--- config.mk ---
export PLATFORM = sky130hd
export DESIGN_NAME = rc4_phase_sched_flat
export DESIGN_NICKNAME = d
export VERILOG_FILES = /design/src/rtl/rc4_pkg.sv /design/src/rtl/rc4_phase_sched_if.sv /design/src/rtl/rc4_mem_mux.sv /design/src/rtl/rc4_phase_sched.sv /design/src/flat_wrapper.sv
export SDC_FILE = /design/constraint.sdc
export NUM_CORES = 1
export LEC_CHECK = 0
export ABC_AREA = 1
export CORE_MARGIN = 2
export CORE_UTILIZATION = 36
export DETAILED_ROUTE_END_ITERATION = 7
export MAX_ROUTING_LAYER = met4
export PLACE_DENSITY = 0.77
export SLEW_MARGIN = 0
export SYNTH_ARGS = -nofsm -noshare
export SYNTH_HDL_FRONTEND = slang
export SYNTH_SLANG_ARGS = --single-unit
--- constraint.sdc ---
create_clock -name clk -period 1.65 [get_ports clk]
set_input_delay 0.495 -clock clk [delete_from_list [all_inputs] [get_ports clk]]
set_output_delay 0.495 -clock clk [all_outputs]
set_load 0.005 [all_outputs]
--- src/rtl/rc4_pkg.sv ---
// Shared types and constants for the RC4 phase sequencer and its memory mux.
// Defines the phase enum, S-memory geometry and the per-engine request bundle.
// No logic; imported by the interface, the mux and the sequencer top.
package rc4_pkg;

   localparam int S_DEPTH     = 256;
   localparam int ADDR_W      = 8;
   localparam int DATA_W      = 8;
   localparam int ERST_CYCLES = 2;

   typedef enum logic [2:0] {
      IDLE,
      ERST,
      INIT,
      KSA,
      PRGA,
      DONE,
      ERR
   } phase_t;

   // One engine's request to the single-port S-memory.
   typedef struct packed {
      logic [ADDR_W-1:0] addr;
      logic [DATA_W-1:0] wrdata;
      logic              wren;
   } mem_req_t;

endpackage

--- src/rtl/rc4_phase_sched_if.sv ---
// Engine/memory bus of the RC4 sequencer.
// master: sequencer side (drives go enables and S-memory port, receives done flags,
// engine memory requests and the host read address). slave: engines, memory and host.
interface rc4_phase_sched_if;
   import rc4_pkg::*;

   logic              init_go,   ksa_go,   prga_go;
   logic              init_done, ksa_done, prga_done;

   logic [ADDR_W-1:0] init_addr,   ksa_addr,   prga_addr;
   logic [DATA_W-1:0] init_wrdata, ksa_wrdata, prga_wrdata;
   logic              init_wren,   ksa_wren,   prga_wren;

   logic [ADDR_W-1:0] host_addr;

   logic [ADDR_W-1:0] s_addr;
   logic [DATA_W-1:0] s_wrdata;
   logic              s_wren;

   modport master (
      output init_go, ksa_go, prga_go,
      input  init_done, ksa_done, prga_done,
      input  init_addr, init_wrdata, init_wren,
      input  ksa_addr,  ksa_wrdata,  ksa_wren,
      input  prga_addr, prga_wrdata, prga_wren,
      input  host_addr,
      output s_addr, s_wrdata, s_wren
   );

   modport slave (
      input  init_go, ksa_go, prga_go,
      output init_done, ksa_done, prga_done,
      output init_addr, init_wrdata, init_wren,
      output ksa_addr,  ksa_wrdata,  ksa_wren,
      output prga_addr, prga_wrdata, prga_wren,
      output host_addr,
      input  s_addr, s_wrdata, s_wren
   );

endinterface

--- src/rtl/rc4_mem_mux.sv ---
// S-memory port mux: grants the single-port S-memory to the engine owning the phase.
// Ports: state (select), init/ksa/prga request bundles, host_addr in; s_addr/s_wrdata/s_wren out.
// Purely combinational, zero latency; non-selected write enables never reach the memory.
module rc4_mem_mux
   import rc4_pkg::*;
(
   input  phase_t            state,
   input  mem_req_t          init_req,
   input  mem_req_t          ksa_req,
   input  mem_req_t          prga_req,
   input  logic [ADDR_W-1:0] host_addr,
   output logic [ADDR_W-1:0] s_addr,
   output logic [DATA_W-1:0] s_wrdata,
   output logic              s_wren
);

   always_comb begin
      // Host read port owns the memory whenever no engine does.
      s_addr   = host_addr;
      s_wrdata = '0;
      s_wren   = 1'b0;
      case (state)
         ERST: begin
            s_addr = '0;
         end
         INIT: begin
            s_addr   = init_req.addr;
            s_wrdata = init_req.wrdata;
            s_wren   = init_req.wren;
         end
         KSA: begin
            s_addr   = ksa_req.addr;
            s_wrdata = ksa_req.wrdata;
            s_wren   = ksa_req.wren;
         end
         PRGA: begin
            s_addr   = prga_req.addr;
            s_wrdata = prga_req.wrdata;
            s_wren   = prga_req.wren;
         end
         default: begin
         end
      endcase
   end

endmodule

--- src/rtl/rc4_phase_sched.sv ---
// RC4 decrypt sequencer: runs init, KSA, PRGA engines in order, owns the S-memory mux,
// lends memory to the host when idle, and aborts a phase that exceeds TIMEOUT cycles.
// Ports: clk/rst_n, start/key_in, busy/done/error/key_out/eng_rst_n status, bus (master).
module rc4_phase_sched
   import rc4_pkg::*;
#(
   parameter int TIMEOUT = 4096,
   parameter int KEY_W   = 24
) (
   input  logic               clk,
   input  logic               rst_n,
   input  logic               start,
   input  logic [KEY_W-1:0]   key_in,
   output logic               busy,
   output logic               done,
   output logic               error,
   output logic [KEY_W-1:0]   key_out,
   output logic               eng_rst_n,
   rc4_phase_sched_if.master  bus
);

   localparam int CNT_W = $clog2(TIMEOUT + 1);
   localparam logic [CNT_W-1:0] CNT_LAST  = CNT_W'(TIMEOUT - 1);
   localparam logic [CNT_W-1:0] ERST_LAST = CNT_W'(ERST_CYCLES - 1);

   phase_t             state_q, state_d;
   logic [CNT_W-1:0]   cnt_q, cnt_d;
   logic [KEY_W-1:0]   key_q, key_d;
   logic               eng_rst_n_q, eng_rst_n_d;
   logic               done_q, done_d;
   logic               error_q, error_d;
   logic               phase_done;
   phase_t             phase_next;

   // Only the engine that owns the current phase may advance the sequence.
   always_comb begin
      phase_done = 1'b0;
      phase_next = state_q;
      case (state_q)
         INIT: begin
            phase_done = bus.init_done;
            phase_next = KSA;
         end
         KSA: begin
            phase_done = bus.ksa_done;
            phase_next = PRGA;
         end
         PRGA: begin
            phase_done = bus.prga_done;
            phase_next = DONE;
         end
         default: begin
         end
      endcase
   end

   always_comb begin
      state_d = state_q;
      cnt_d   = cnt_q;
      key_d   = key_q;
      case (state_q)
         IDLE, DONE, ERR: begin
            if (start) begin
               state_d = ERST;
               cnt_d   = '0;
               key_d   = key_in;
            end
         end
         ERST: begin
            // The phase counter doubles as the engine-reset stretch timer.
            if (cnt_q == ERST_LAST) begin
               state_d = INIT;
               cnt_d   = '0;
            end else begin
               cnt_d = cnt_q + 1'b1;
            end
         end
         INIT, KSA, PRGA: begin
            // Done wins over a coincident watchdog expiry.
            if (phase_done) begin
               state_d = phase_next;
               cnt_d   = '0;
            end else if (cnt_q == CNT_LAST) begin
               state_d = ERR;
               cnt_d   = '0;
            end else begin
               cnt_d = cnt_q + 1'b1;
            end
         end
         default: begin
            state_d = IDLE;
            cnt_d   = '0;
         end
      endcase

      // Engines are held in reset while being restarted and after an abort.
      eng_rst_n_d = !((state_d == ERST) || (state_d == ERR));
      done_d      = (state_d == DONE);
      error_d     = (state_d == ERR);
   end

   always_ff @(posedge clk or negedge rst_n) begin
      if (!rst_n) begin
         state_q     <= IDLE;
         cnt_q       <= '0;
         key_q       <= '0;
         eng_rst_n_q <= 1'b0;
         done_q      <= 1'b0;
         error_q     <= 1'b0;
      end else begin
         state_q     <= state_d;
         cnt_q       <= cnt_d;
         key_q       <= key_d;
         eng_rst_n_q <= eng_rst_n_d;
         done_q      <= done_d;
         error_q     <= error_d;
      end
   end

   assign busy      = (state_q == ERST) || (state_q == INIT) ||
                      (state_q == KSA)  || (state_q == PRGA);
   assign done      = done_q;
   assign error     = error_q;
   assign key_out   = key_q;
   assign eng_rst_n = eng_rst_n_q;

   // Enables are cumulative so finished engines stay parked in their done state.
   assign bus.init_go = (state_q == INIT) || (state_q == KSA) ||
                        (state_q == PRGA) || (state_q == DONE);
   assign bus.ksa_go  = (state_q == KSA)  || (state_q == PRGA) || (state_q == DONE);
   assign bus.prga_go = (state_q == PRGA) || (state_q == DONE);

   mem_req_t init_req, ksa_req, prga_req;

   assign init_req = '{addr: bus.init_addr, wrdata: bus.init_wrdata, wren: bus.init_wren};
   assign ksa_req  = '{addr: bus.ksa_addr,  wrdata: bus.ksa_wrdata,  wren: bus.ksa_wren};
   assign prga_req = '{addr: bus.prga_addr, wrdata: bus.prga_wrdata, wren: bus.prga_wren};

   rc4_mem_mux u_mem_mux (
      .state     (state_q),
      .init_req  (init_req),
      .ksa_req   (ksa_req),
      .prga_req  (prga_req),
      .host_addr (bus.host_addr),
      .s_addr    (bus.s_addr),
      .s_wrdata  (bus.s_wrdata),
      .s_wren    (bus.s_wren)
   );

endmodule

--- src/flat_wrapper.sv ---
// flat-port wrapper written by rule: the top's interface ports become plain ports
module rc4_phase_sched_flat import rc4_pkg::*;
#(
   parameter int TIMEOUT = 4096,
   parameter int KEY_W   = 24
)
  (clk, rst_n, start, key_in, busy, done, error, key_out, eng_rst_n, bus_init_go, bus_ksa_go, bus_prga_go, bus_init_done, bus_ksa_done, bus_prga_done, bus_init_addr, bus_init_wrdata, bus_init_wren, bus_ksa_addr, bus_ksa_wrdata, bus_ksa_wren, bus_prga_addr, bus_prga_wrdata, bus_prga_wren, bus_host_addr, bus_s_addr, bus_s_wrdata, bus_s_wren);
  rc4_phase_sched_if bus_i ();
  input  logic clk;
  input  logic rst_n;
  input  logic start;
  input  logic [KEY_W-1:0] key_in;
  output logic busy;
  output logic done;
  output logic error;
  output logic [KEY_W-1:0] key_out;
  output logic eng_rst_n;
  output wire logic [$bits(bus_i.init_go)-1:0] bus_init_go;
  output wire logic [$bits(bus_i.ksa_go)-1:0] bus_ksa_go;
  output wire logic [$bits(bus_i.prga_go)-1:0] bus_prga_go;
  input wire logic [$bits(bus_i.init_done)-1:0] bus_init_done;
  input wire logic [$bits(bus_i.ksa_done)-1:0] bus_ksa_done;
  input wire logic [$bits(bus_i.prga_done)-1:0] bus_prga_done;
  input wire logic [$bits(bus_i.init_addr)-1:0] bus_init_addr;
  input wire logic [$bits(bus_i.init_wrdata)-1:0] bus_init_wrdata;
  input wire logic [$bits(bus_i.init_wren)-1:0] bus_init_wren;
  input wire logic [$bits(bus_i.ksa_addr)-1:0] bus_ksa_addr;
  input wire logic [$bits(bus_i.ksa_wrdata)-1:0] bus_ksa_wrdata;
  input wire logic [$bits(bus_i.ksa_wren)-1:0] bus_ksa_wren;
  input wire logic [$bits(bus_i.prga_addr)-1:0] bus_prga_addr;
  input wire logic [$bits(bus_i.prga_wrdata)-1:0] bus_prga_wrdata;
  input wire logic [$bits(bus_i.prga_wren)-1:0] bus_prga_wren;
  input wire logic [$bits(bus_i.host_addr)-1:0] bus_host_addr;
  output wire logic [$bits(bus_i.s_addr)-1:0] bus_s_addr;
  output wire logic [$bits(bus_i.s_wrdata)-1:0] bus_s_wrdata;
  output wire logic [$bits(bus_i.s_wren)-1:0] bus_s_wren;
  assign bus_init_go = bus_i.init_go;
  assign bus_ksa_go = bus_i.ksa_go;
  assign bus_prga_go = bus_i.prga_go;
  assign bus_i.init_done = bus_init_done;
  assign bus_i.ksa_done = bus_ksa_done;
  assign bus_i.prga_done = bus_prga_done;
  assign bus_i.init_addr = bus_init_addr;
  assign bus_i.init_wrdata = bus_init_wrdata;
  assign bus_i.init_wren = bus_init_wren;
  assign bus_i.ksa_addr = bus_ksa_addr;
  assign bus_i.ksa_wrdata = bus_ksa_wrdata;
  assign bus_i.ksa_wren = bus_ksa_wren;
  assign bus_i.prga_addr = bus_prga_addr;
  assign bus_i.prga_wrdata = bus_prga_wrdata;
  assign bus_i.prga_wren = bus_prga_wren;
  assign bus_i.host_addr = bus_host_addr;
  assign bus_s_addr = bus_i.s_addr;
  assign bus_s_wrdata = bus_i.s_wrdata;
  assign bus_s_wren = bus_i.s_wren;
  rc4_phase_sched #(.TIMEOUT(TIMEOUT), .KEY_W(KEY_W)) u_core (.clk(clk), .rst_n(rst_n), .start(start), .key_in(key_in), .busy(busy), .done(done), .error(error), .key_out(key_out), .eng_rst_n(eng_rst_n), .bus(bus_i));
endmodule
* Word level (Yosys, flattened, before mapping)
Cells that the tools add are included.
Widths: inputs -> output; s select.
** Storage, ports and cells
- Flip-flop bits (word level) :: 43
- Input bits :: 89
- Output and inout port bits :: 48
- Word-level logic and storage cells :: 49
** Operators by class
- Add/sub/neg operators :: 1
- Eq/ne operators :: 12
- Multiplexer cells :: 15
- Reduce and logical (&&, ||, !) cells :: 15
** Operator list (number)
- $mux 13 :: 4
- $pmux 13 s3 :: 1
- $pmux 8 s4 :: 1
- $pmux 8 s3 :: 1
- $pmux 3 s3 :: 2
- $eq 3x3->1 const B :: 5
- $add 13x1->13 const B :: 1
- $eq 13x1->1 const B :: 1
- $eq 13x12->1 const B :: 1
- $mux 3 :: 4
- $logic_or 1x1->1 :: 10
- $eq 3x1->1 const B :: 2
- $eq 3x2->1 const B :: 2
- $pmux 1 s3 :: 2
- $reduce_or 3->1 :: 2
- $logic_not 3->1 :: 1
- $ne 2x2->1 const B :: 1
- $reduce_and 2->1 :: 1
- $logic_not 1->1 :: 1

* Depth between registers and ports, before layout
- Word-level depth :: 7
- Mapped depth :: 13
- Mapped depth without buffers :: 12

* Hierarchy
Synthesis repeated with hierarchy kept, for this count alone.
** Second synthesis, totals
- Cells, all modules :: 349
- Area, all modules :: 2758.9 um2
** By module, submodules not included
- rc4_phase_sched :: instances 1, cells each 234, area an instance 2224.6 um2, sequential area each 1076.0 um2
- rc4_mem_mux :: instances 1, cells each 115, area an instance 534.3 um2, sequential area each 0.0 um2

* Worst setup path before layout
OpenSTA, ideal clock, no wires.
- Path type :: register to output
- Start point :: reg u_core.state_q[0]
- End point :: out bus_s_addr[4]
- Arrival :: 1308 ps
- Data required time :: 1155 ps
- Slack :: -153 ps
- Cell stages (with the launch flop) :: 8
- Path buffers :: 2
- Path through :: dfrtp_1 -> buf_4 -> nor2_1 -> nand2_1 -> clkinv_1 -> clkbuf_1 -> nand2_1 -> nand4_1
** Between the ends
- Longest elaborated chain between the ends :: 2
- Elaborated cells between the ends (all ways) :: 5
- Classes of those cells :: eq/ne: 4; mux: 1
** Ends and longest elaborated chain
- start: declaration :: RTL line rc4_phase_sched.sv:26 : phase_t state_q, state_d;
- start signal: assignment :: RTL line rc4_phase_sched.sv:111 : state_q <= state_d;
- $eq 3x3->1, or another cell as far along :: RTL line rc4_mem_mux.sv:22 : case (state)
- $pmux 8 s4 (*) :: RTL line rc4_mem_mux.sv:22
- end: declaration :: RTL line flat_wrapper.sv:34 : output wire logic [$bits(bus_i.s_addr)-1:0] bus_s_addr;
Every way passes the cells marked *; elsewhere a longest branch is shown, timed or not.

* Worst setup path in the final report
- Start point :: reg u_core.state_q[1]
- End point :: out bus_s_addr[2]
The elaborated chain is that of the path after synthesis.

==> qor.txt <==
DR WL/cell -> 17.3 µm
worst slew pin tran -> 0.463 ns
Area Growth Syn to Fin -> 108%
final hold violations -> 0
Worst path most repeated cell -> buf_6
Crit Path Max Fanout -> 5
largest net degree at the start of global routing -> 44
Starting Density -> 37.7%
clock share of power -> 10.5%
synth top area cells -> dfrtp_1, nand2_1, mux2_2, nand3_1, inv_1
Ys Warns -> 0
Synth top area share -> 41.5%
FF/Latch Area -> 1080 µm²
Filler Cell Count -> 424
Comb power frac -> 65.0%
placed wire-length estimate -> 6600 µm
WL final -> 11100 µm
FF-to-FF setup slack -> -0.33 ns
die width -> 88.8 µm
RD Place Congestion -> 0.884
status -> complete, but fails checks
register area share after synthesis -> 41.5%
Worst EP arrival -> 1.69 ns
Port Buffers -> 136
Nets -> 634
Setup Skew -> 0.00271 ns
clock sinks -> 43
CTS tree -> yes
via-per-instance ratio -> 5.03
Setup CP Type -> reg -> out
min Tclk post-route -> 2.19 ns
Max Freq -> 457 MHz
DIE AREA -> 7890 µm²
Worst Setup Slack, final -> -0.536 ns
Final Max Tran Viols -> 0
Antenna Nets Post-Route -> 0
final worst-path cycle share -> 132%
cts-stage hold buffer count -> 0
Cells after DPL -> 591
Cells after Synth -> 326
Min-Delay Path Class -> in -> async
n_diodes -> 0
synthesized area per cell -> 7.95 µm²
CP startpoint kind -> flop
Netlist cell types -> 32
Ports -> 137
synthesized net count -> 417
share of layout cells above drive strength 1 -> 43.2%
cell internal pwr -> 4.45 mW
1st-iter DRT viols -> 120
worst skew pair latency -> 0.30 ns
RSZ-0062 raised after global routing -> true
footprint of the multi-input gates -> 1950 µm²
final setup vio count -> 64
htree depth -> 2
Final Non-Filler Cells -> 640
Root Buffer Master -> clkbuf_8
Synth Register Bits -> 43
most common cell after layout, fill and taps aside -> clkdlybuf4s50_1
switching share of power -> 38.7%
failing checks -> negative setup slack
Leak -> 2.66 nW
most frequent cells in the layout -> clkdlybuf4s50_1, nand2_1, buf_4
clock buffer depth -> 2
Max-Cap Viols -> 0
switching pwr -> 2.81 mW
CP Buf/Inv Count -> 6
Slew HR -> 69.1%
Global Route Usage Sum -> 28.7%
Yosys top cell by area -> dfrtp_1
antenna violations before repair -> 0
via count -> 3218
DR pass1 iterations -> 4
CP max-delay cell -> dfrtp_2
sequential share of power -> 24.5%
Primary FF master, synth -> dfrtp_1
global-route wire length before repair -> 16500 µm
critical path's largest stage delay -> 0.44 ns
Die Height -> 88.8 µm
total CTS buffers -> 5
Pwr Density -> 1350 nW/µm²
core area -> 6870 µm²
CP delay by family, top -> buffers and inverters
worst IR drop on VDD -> 0.994 mV
vias in the first global route -> 3435
Reg clk slew, reported paths -> 0.08 ns
dpl ws -> -0.594 ns
Design Power -> 7.26 mW
row count -> 30
synthesized cell area -> 2590 µm²
async set-reset flop share out of synthesis -> 100%
Post-synth EDFFs -> 0
GR Overflow Total -> 0
critical path capture point type -> primary output
DRC Markers -> 0
cells along the critical path -> buf_6, inv_4, nor3_4, buf_6, buf_6, buf_6, nand2_2, nand4_1, buf_2
Worst Path Required -> 1.15 ns
[repair_timing]
| action | 4_1_cts | 5_1_grt |
|---|---|---|
| pin swaps | 26 | 17 |
| setup buffers | 30 | 12 |
| cloned | 5 | 1 |
| setup endpoints to repair | 85 | 67 |
| gates resized for setup | 247 | 45 |
| endpoints found under the hold margin | 0 | 0 |
[through the flow]
step | util (%) | hold WS [ns] | instance area [µm²] | setup TNS (ns)
CTS | 75.9 | 0.165 | 5220 | -15.92
global route | 78.5 | 0.173 | 5390 | -25.75
finish | 78.5 | 0.150 | 5390 | -21.22
floorplan | - | 0.199 | 2620 | -0.00125
global placement | 63.5 | 0.486 | 4360 | -16.83
detailed placement | 63.5 | 0.488 | 4360 | -18.95
[layer usage]
metal,GRT usage (%),vias to the layer above,routed length (µm)
met4,14.5,0,409
met1,29.1,1508,3830
met2,50.5,179,5790
li1,-,1498,-
met3,7.65,33,1050
met5,-,-,0
[layout make-up]
type                    count  area share (%)
clock buffers               7            1.79
multi-input cells         248            36.1
flip-flops and latches     43            20.0
inverters                  31            2.71
repair buffers            214            37.0
well taps                  96            2.23
clock inverters             1           0.139
[power by group through the flow]
stage / Combinational [mW] / Clock, mW / Sequential (mW)
final: 4.72 / 0.763 / 1.78
after global routing: 5.02 / 0.807 / 1.82
after detailed placement: 3.38 / 0 / 1.76
after floorplan: 1.48 / 0 / 1.75
after CTS: 4.38 / 0.769 / 1.75
after global placement: 3.31 / 0 / 1.73
[state kept, by name, summed over array words and instances (netlist names)]
name              cells
u_core.cnt_q         13
u_core.done           1
u_core.eng_rst_n      1
u_core.error          1
u_core.key_out       24
u_core.state_q        3
[synth_stat cells, types with 3 or more instances]
library cell,number
mux2_2,21
nand2_2,6
clkbuf_1,3
inv_2,4
nand2_1,113
nor2_2,3
nand4_1,13
buf_6,3
dfrtp_1,43
inv_1,24
nand3_1,27
o21ai_0,6
a21oi_1,9
nor2_1,21
mux2_4,3
xor2_1,6
[cells by family after synthesis]
family                   after synthesis  synth area share (%)
adder cells (fa/ha/maj)                2                 0.966
multiplexers                          24                  10.9
AO/OA/AOI/OAI                         24                  5.60
flip-flops                            43                  41.5
buffers and inverters                 39                  6.81
XOR/XNOR                               6                  2.03
AND/OR/NAND/NOR                      188                  32.2
[path summary, 6_finish.rpt]
check                              startpoint                 end  cells past startpoint
max                         u_core.state_q[1]       bus_s_addr[2]                      9
min                                     rst_n   u_core.key_out[4]                      2
max reg2reg                 u_core.state_q[1]  u_core.key_out[21]                     10
min reg2reg                u_core.key_out[16]  u_core.key_out[16]                      1
max in group asynchronous               rst_n   u_core.state_q[2]                      2
min in group clk           u_core.key_out[16]  u_core.key_out[16]                      1
Note: power is estimated with default switching activity, not from simulation.
